--- config.mk ---
export PLATFORM = sky130hd
export DESIGN_NAME = can_rx_fifo
export DESIGN_NICKNAME = d
export VERILOG_FILES = /design/src/rtl/can_rx_fifo.sv
export SDC_FILE = /design/constraint.sdc
export NUM_CORES = 1
export LEC_CHECK = 0
export BUFFER_PORTS_ARGS = -buffer_cell sky130_fd_sc_hd__buf_2
export CAP_MARGIN = 20
export CORE_MARGIN = 5
export CORE_UTILIZATION = 48
export DETAILED_ROUTE_END_ITERATION = 12
export HOLD_SLACK_MARGIN = 0.15
export PLACE_DENSITY = 0.73
export SYNTH_ARGS = -nofsm -noshare
export SYNTH_HDL_FRONTEND = slang
export SYNTH_SLANG_ARGS = --single-unit
--- constraint.sdc ---
create_clock -name clk -period 5.7 [get_ports clk]
set_input_delay 0.285 -clock clk [delete_from_list [all_inputs] [get_ports clk]]
set_output_delay 0.285 -clock clk [all_outputs]
set_load 0.02 [all_outputs]
--- src/rtl/can_rx_fifo.sv ---
// ---------------------------------------------------------------------------------------------
// can_rx_fifo
//
// Receive-side buffer sitting directly behind the CAN controller. Each one-cycle frame-valid
// pulse is run through an ID acceptance filter. Accepted frames are queued in a DEPTH-entry
// FIFO, and the head frame is presented to the CPU through four 32-bit registers. Back-to-back
// frames therefore no longer overwrite each other.
//
// Optional feature (compile-time macro CAN_RXF_TIMESTAMP_EN):
//   defined   - a 16-bit free-running counter is captured into every pushed entry and returned
//               in rs=1 [31:16]; a control write with d[3]=1 clears the counter.
//   undefined - no counter or timestamp storage; rs=1 [31:16] reads 0 and d[3] is ignored.
//
// Parameters:
//   DEPTH       number of frame entries, power of 2, 2..8
//
// Ports:
//   clk          system clock
//   reset        asynchronous, active-high reset
//   frm_valid_i  one-cycle pulse: good frame received
//   frm_id_i     received ID (standard IDs right-aligned in [10:0])
//   frm_ext_i    extended-frame flag
//   frm_rtr_i    remote-frame flag
//   frm_dlc_i    data length code
//   frm_data_i   data bytes 0..7, byte0 in [7:0]
//   cs_i         register access strobe, one cycle
//   wr_i         1 = write, 0 = read (qualified by cs_i)
//   rs_i         register select
//   d_i          write data
//   q_o          read data, 0 when not reading
//   irq_o        interrupt request
//
// Register map:
//   rs=0 read : {ext, rtr, 1'b0, id} of head        write: acc_code
//   rs=1 read : {ts, 4'h0, count, ovf, full, empty, 1'b0, dlc}
//        write: d[0]=pop, d[1]=clear ovf, d[2]=flush, d[3]=clear timestamp counter
//   rs=2 read : head data bytes {3,2,1,0}            write: acc_mask
//   rs=3 read : head data bytes {7,6,5,4}            write: irqen <= d[2:0]
// ---------------------------------------------------------------------------------------------

module can_rx_fifo #(
  parameter int unsigned DEPTH = 4
) (
  input  logic        clk,
  input  logic        reset,
  input  logic        frm_valid_i,
  input  logic [28:0] frm_id_i,
  input  logic        frm_ext_i,
  input  logic        frm_rtr_i,
  input  logic [3:0]  frm_dlc_i,
  input  logic [63:0] frm_data_i,
  input  logic        cs_i,
  input  logic        wr_i,
  input  logic [1:0]  rs_i,
  input  logic [31:0] d_i,
  output logic [31:0] q_o,
  output logic        irq_o
);

  localparam int unsigned AW       = (DEPTH > 1) ? $clog2(DEPTH) : 1;
  localparam logic [3:0]  DepthCnt = 4'(DEPTH);

  // -------------------------------------------------------------------------------------------
  // State
  // -------------------------------------------------------------------------------------------
  logic [AW-1:0] wr_ptr_q, wr_ptr_d;
  logic [AW-1:0] rd_ptr_q, rd_ptr_d;
  logic [3:0]    count_q, count_d;
  logic          ovf_q, ovf_d;
  logic [31:0]   acc_code_q, acc_code_d;
  logic [31:0]   acc_mask_q, acc_mask_d;
  logic [2:0]    irqen_q, irqen_d;

  // Entry storage; no reset needed, reads are gated by the empty flag.
  logic          mem_ext_q  [DEPTH];
  logic          mem_rtr_q  [DEPTH];
  logic [28:0]   mem_id_q   [DEPTH];
  logic [3:0]    mem_dlc_q  [DEPTH];
  logic [63:0]   mem_data_q [DEPTH];

  // -------------------------------------------------------------------------------------------
  // Decode of the current cycle's events
  // -------------------------------------------------------------------------------------------
  logic empty, full;
  logic accept, frm_acc;
  logic ctl_wr, pop, flush, clr_ovf, clr_ts;
  logic push, ovf_set;

  assign empty = (count_q == 4'd0);
  assign full  = (count_q == DepthCnt);

  // Masked bits must match acc_code; mask bit 31 additionally qualifies the frame format.
  assign accept = (((frm_id_i ^ acc_code_q[28:0]) & acc_mask_q[28:0]) == 29'd0) &&
                  (!acc_mask_q[31] || (frm_ext_i == acc_code_q[31]));
  assign frm_acc = frm_valid_i & accept;

  assign ctl_wr  = cs_i & wr_i & (rs_i == 2'd1);
  assign pop     = ctl_wr & d_i[0] & ~empty;
  assign clr_ovf = ctl_wr & d_i[1];
  assign flush   = ctl_wr & d_i[2];
  assign clr_ts  = ctl_wr & d_i[3];

  // A same-cycle pop frees a slot, so a full FIFO still accepts the frame. Flush discards it.
  assign push    = frm_acc & (~full | pop) & ~flush;
  assign ovf_set = frm_acc & full & ~pop & ~flush;

  // -------------------------------------------------------------------------------------------
  // Next-state logic
  // -------------------------------------------------------------------------------------------
  always_comb begin
    wr_ptr_d   = wr_ptr_q;
    rd_ptr_d   = rd_ptr_q;
    count_d    = count_q;
    acc_code_d = acc_code_q;
    acc_mask_d = acc_mask_q;
    irqen_d    = irqen_q;

    if (flush) begin
      wr_ptr_d = '0;
      rd_ptr_d = '0;
      count_d  = 4'd0;
    end else begin
      if (push) begin
        wr_ptr_d = wr_ptr_q + AW'(1);
      end
      if (pop) begin
        rd_ptr_d = rd_ptr_q + AW'(1);
      end
      count_d = count_q + {3'b000, push} - {3'b000, pop};
    end

    if (cs_i && wr_i) begin
      case (rs_i)
        2'd0:    acc_code_d = d_i;
        2'd2:    acc_mask_d = d_i;
        2'd3:    irqen_d    = d_i[2:0];
        default: ;
      endcase
    end
  end

  // A new overflow beats a same-cycle clear.
  assign ovf_d = ovf_set | (ovf_q & ~clr_ovf);

  always_ff @(posedge clk or posedge reset) begin
    if (reset) begin
      wr_ptr_q   <= '0;
      rd_ptr_q   <= '0;
      count_q    <= 4'd0;
      ovf_q      <= 1'b0;
      acc_code_q <= 32'd0;
      acc_mask_q <= 32'd0;
      irqen_q    <= 3'd0;
    end else begin
      wr_ptr_q   <= wr_ptr_d;
      rd_ptr_q   <= rd_ptr_d;
      count_q    <= count_d;
      ovf_q      <= ovf_d;
      acc_code_q <= acc_code_d;
      acc_mask_q <= acc_mask_d;
      irqen_q    <= irqen_d;
    end
  end

  always_ff @(posedge clk) begin
    if (push) begin
      mem_ext_q[wr_ptr_q]  <= frm_ext_i;
      mem_rtr_q[wr_ptr_q]  <= frm_rtr_i;
      mem_id_q[wr_ptr_q]   <= frm_id_i;
      mem_dlc_q[wr_ptr_q]  <= frm_dlc_i;
      mem_data_q[wr_ptr_q] <= frm_data_i;
    end
  end

  // -------------------------------------------------------------------------------------------
  // Optional receive timestamp
  // -------------------------------------------------------------------------------------------
  logic [15:0] head_ts;

`ifdef CAN_RXF_TIMESTAMP_EN
  logic [15:0] ts_cnt_q, ts_cnt_d;
  logic [15:0] mem_ts_q [DEPTH];

  assign ts_cnt_d = clr_ts ? 16'd0 : ts_cnt_q + 16'd1;

  always_ff @(posedge clk or posedge reset) begin
    if (reset) begin
      ts_cnt_q <= 16'd0;
    end else begin
      ts_cnt_q <= ts_cnt_d;
    end
  end

  always_ff @(posedge clk) begin
    if (push) begin
      mem_ts_q[wr_ptr_q] <= ts_cnt_q;
    end
  end

  assign head_ts = empty ? 16'd0 : mem_ts_q[rd_ptr_q];
`else
  logic unused_clr_ts;
  assign unused_clr_ts = clr_ts;
  assign head_ts       = 16'd0;
`endif

  // -------------------------------------------------------------------------------------------
  // Head view and register read mux
  // -------------------------------------------------------------------------------------------
  logic        head_ext, head_rtr;
  logic [28:0] head_id;
  logic [3:0]  head_dlc;
  logic [63:0] head_data;

  // An empty FIFO presents all-zero head fields rather than a stale entry.
  assign head_ext  = empty ? 1'b0  : mem_ext_q[rd_ptr_q];
  assign head_rtr  = empty ? 1'b0  : mem_rtr_q[rd_ptr_q];
  assign head_id   = empty ? 29'd0 : mem_id_q[rd_ptr_q];
  assign head_dlc  = empty ? 4'd0  : mem_dlc_q[rd_ptr_q];
  assign head_data = empty ? 64'd0 : mem_data_q[rd_ptr_q];

  always_comb begin
    q_o = 32'd0;
    if (cs_i && !wr_i) begin
      case (rs_i)
        2'd0: q_o = {head_ext, head_rtr, 1'b0, head_id};
        2'd1: q_o = {head_ts, 4'h0, count_q, ovf_q, full, empty, 1'b0, head_dlc};
        2'd2: q_o = head_data[31:0];
        2'd3: q_o = head_data[63:32];
        default: q_o = 32'd0;
      endcase
    end
  end

  assign irq_o = (irqen_q[0] & ~empty) | (irqen_q[1] & ovf_q) | (irqen_q[2] & full);

  // Filter register bits 30:29 are storage only; nothing decodes them.
  logic unused_acc;
  assign unused_acc = ^{acc_code_q[30:29], acc_mask_q[30:29]};

endmodule

==> metrics.yaml <==
status:
  status: "complete, no violations"
sta:
  fin_tns_setup_ns: 0
  fin_skew_ns: 0.0201
  period_needed_ns: 3.77
  fmax_mhz: 266
  period_share_pct: 66.1
  rsz0062_at_grt: "no"
  final-hold-violation-count: 0
  slew_headroom_pct: 24.5
  worst_slew_pin_slew_ns: 1.13
  setup_viol: 0
  slew_viol_final: 0
  setup_ws_ns: 1.93
global_route:
  grtUsageTotal_pct: 19.5
  grt_first_pass_wirelength_mm: 62.4
  overflow: 0
  grt_pass1_vias: 10600
  antenna_found_initial: 6
  grt_max_degree: 73
critical_path:
  critPathLaunchType: "primary input"
  path_cells: "dlygate4sd3_1 > buf_2 > xor2_1 > a222oi_1 > nand3_1 > nor4_1 > nand3b_1 > nor2_4 > buf_4"
  crit_family: "buffers and inverters"
  slowest_delay_ns: 0.82
  end_kind: "flop"
  worstSetupPathType: "primary input to flop"
  critical_path_buf_inv_count: 3
  critPathSlowestCell: "buf_4"
  cp.arrival_ns: 3.94
  cp.required_ns: 5.88
  crit_fanout: 70
power:
  pwr_density_cell_mw_per_mm2: 385
  p_seq_share_pct: 46.9
  combPwrFrac_pct: 19.4
  intPower_mw: 6.54
  switching_share_pct: 25.6
  power_frac_clock_pct: 33.7
  p_leak_nw: 8.03
  p_sw_mw: 2.25
  vdd_drop_max_mv: 0.277
floorplan:
  die_h_um: 206
  die_x_um: 206
  core_mm2: 0.0384
  io_pins: 171
  dieArea_mm2: 0.0426
  row_count: 72
  start_util_pct: 48.2
cts:
  clock-sinks: 468
  insertion_delay_ns: 0.57
  tritoncts: "yes"
  cts_setup_buffers: 0
  cts_max_path_buffers: 3
  clkTransAtPathRegs_ns: 0.06
  cts_made_buffers: 48
  cts-root-buf: "clkbuf_16"
  ctsHtreeMaxLevel: 2
placement:
  place_ws_ns: 1.95
  io_buffers: 168
  routabilityCongestion: 0.755
  dp_hpwl_mm: 24.2
synth:
  synth_top_cell_area_share_pct: 64.3
  postSynthCellCount: 902
  synthArstFlopShare_pct: 15.4
  yosysSeqAreaShare_pct: 74.0
  yosysTopAreaCell: "edfxtp_1"
  syn_area_per_cell_um2: 20.5
  ys_warn_count: 0
  synthesis.nets: 1051
  syn-cell-area_mm2: 0.0185
  synth_seq_cells: 468
  synth_edf_count: 396
  synth_area_leaders: "edfxtp_1 (64%), mux4_2 (12%), dfrtp_1 (9.7%)"
  synth_ff_type: "edfxtp_1"
  yosysUniqueCellTypes: 39
hold_path:
  hp-class: "primary input to flop"
route:
  via_per_inst: 5.46
  drt_first_pass_iters: 5
  remaining_drc_errors: 0
  wl_mm: 40.7
  avgRoutedWirePerCell_um: 22.8
  antenna_left: 0
  num_vias: 9759
  drtIter0Drc: 608
finish:
  nNetsFinal: 1374
  syn2layout_area_growth_pct: 23.4
  fill_cells: 2857
  drive_above_1_share_pct: 36.0
job:
  maxCapViolCount: 0
-- synthesized netlist by cell type (2+ instances only) --
master	n
a211oi_1	6
a21oi_1	10
clkbuf_1	24
nand3b_1	2
nor2_1	36
and2_1	3
edfxtp_1	396
a221oi_1	5
mux2_2	90
mux4_2	101
nor2b_1	5
buf_1	7
xnor2_1	3
ha_1	10
xor2_1	31
nand4_1	3
or4_1	2
buf_2	12
nand2_1	17
mux2i_1	3
nand3_1	2
a22oi_1	33
inv_1	13
dfrtp_1	72
o31ai_1	2
-- cell usage in the layout (no fill, tap or decap), drive strengths merged, types with 2 or more instances in the layout --
cell	instances
a211oi	6
a21oi	10
a221oi	5
a22oi	33
and2	3
buf	187
clkbuf	74
clkinv	11
clkinvlp	2
dfrtp	72
diode	4
dlygate4sd3	130
edfxtp	396
ha	10
inv	15
mux2	90
mux2i	3
mux4	101
nand2	17
nand3	2
nand3b	2
nand4	3
nor2	36
nor2b	5
o31ai	2
or4	3
xnor2	3
xor2	31
-- path summary, 6_finish.rpt --
kind | endpoint | from | cells past startpoint | slack (ns)
worst max-delay path | mem_data_q[3][63] | frm_id_i[16] | 9 | 1.93
worst min-delay path | irqen_q[0] | wr_i | 3 | 0.23
worst max register to register | mem_data_q[3][63] | acc_code_q[16] | 7 | 2.00
worst min register to register | acc_mask_q[26] | acc_mask_q[26] | 1 | 0.50
max in group asynchronous | rd_ptr_q[0] | reset | 4 | 4.40
min in group asynchronous | acc_code_q[13] | reset | 4 | 0.56
-- power groups by stage --
stage               sequential (mW)  combinational [mW]  clock [mW]
global placement               4.20                1.61           0
floorplan                      3.98                1.38           0
finish                         4.12                1.70        2.96
CTS                            4.13                1.72        3.04
detailed placement             4.21                1.64           0
global route                   4.16                1.85        3.19
-- worst reg2reg max path, delay by kind of cell (launching register included) --
| family | cells | cell delay (ns) |
|---|---|---|
| compound gates | 1 | 0.51 |
| buf+inv | 1 | 0.82 |
| flops | 1 | 0.38 |
| simple gates | 4 | 1.35 |
| xor+xnor | 1 | 0.18 |
-- cells by family (layout without fill, tap and decap cells) --
group	after synthesis	after routing	share of synthesized area, %
other cells	0	4	0
mux	194	194	17.9
compound gates	60	60	2.37
simple gates	78	78	1.99
fa+ha+maj	11	11	0.785
buf+inv	57	420	1.26
flops	468	468	74.0
xor+xnor	34	34	1.61
-- per-layer routing --
layer | vias up | GRT usage (%) | routed length [um]
met3 | 64 | 4.44 | 2630
met4 | 4 | 4.94 | 780
met1 | 5068 | 26.5 | 17100
met2 | 301 | 32.5 | 20200
li1 | 4322 | - | -
met5 | - | 0 | 21
-- layout make-up --
class	count	area [um^2]	share of cell area, %
Multi-Input combinational cell	377	4600	20.2
Antenna cell	4	10.0	0.0439
Inverter	13	50.0	0.219
Timing Repair Buffer	317	2310	10.1
Tap cell	518	648	2.84
Clock inverter	16	115	0.504
Sequential cell	468	13700	60.0
Clock buffer	74	1380	6.05
-- metrics by stage --
stage | instance area (um^2) | hold WS (ns) | power [mW] | instances | utilization, %
finish | 22800 | 0.229 | 8.79 | 1787 | 59.5
global route | 22800 | 0.228 | 9.20 | 1787 | 59.5
CTS | 22800 | 0.181 | 8.90 | 1783 | 59.4
detailed placement | 20000 | 0.494 | 5.84 | 1563 | 52.1
global placement | 20000 | 0.488 | 5.81 | 1563 | 52.1
floorplan | 18500 | 0.384 | 5.36 | 902 | -
-- timing repair --
item	4_1_cts	5_1_grt
resized for setup	0	0
hold endpoints to repair	532	0
hold buffers	130	0
-- flip-flops by register name (all words and copies together) (netlist names), 2 cells and up --
| register | cells |
|---|---|
| acc_code_q | 30 |
| mem_data_q | 256 |
| irqen_q | 3 |
| mem_ext_q | 4 |
| count_q | 4 |
| mem_id_q | 116 |
| mem_rtr_q | 4 |
| wr_ptr_q | 2 |
| acc_mask_q | 30 |
| mem_dlc_q | 16 |
| rd_ptr_q | 2 |
No activity file was read; power rests on OpenSTA's default activity.
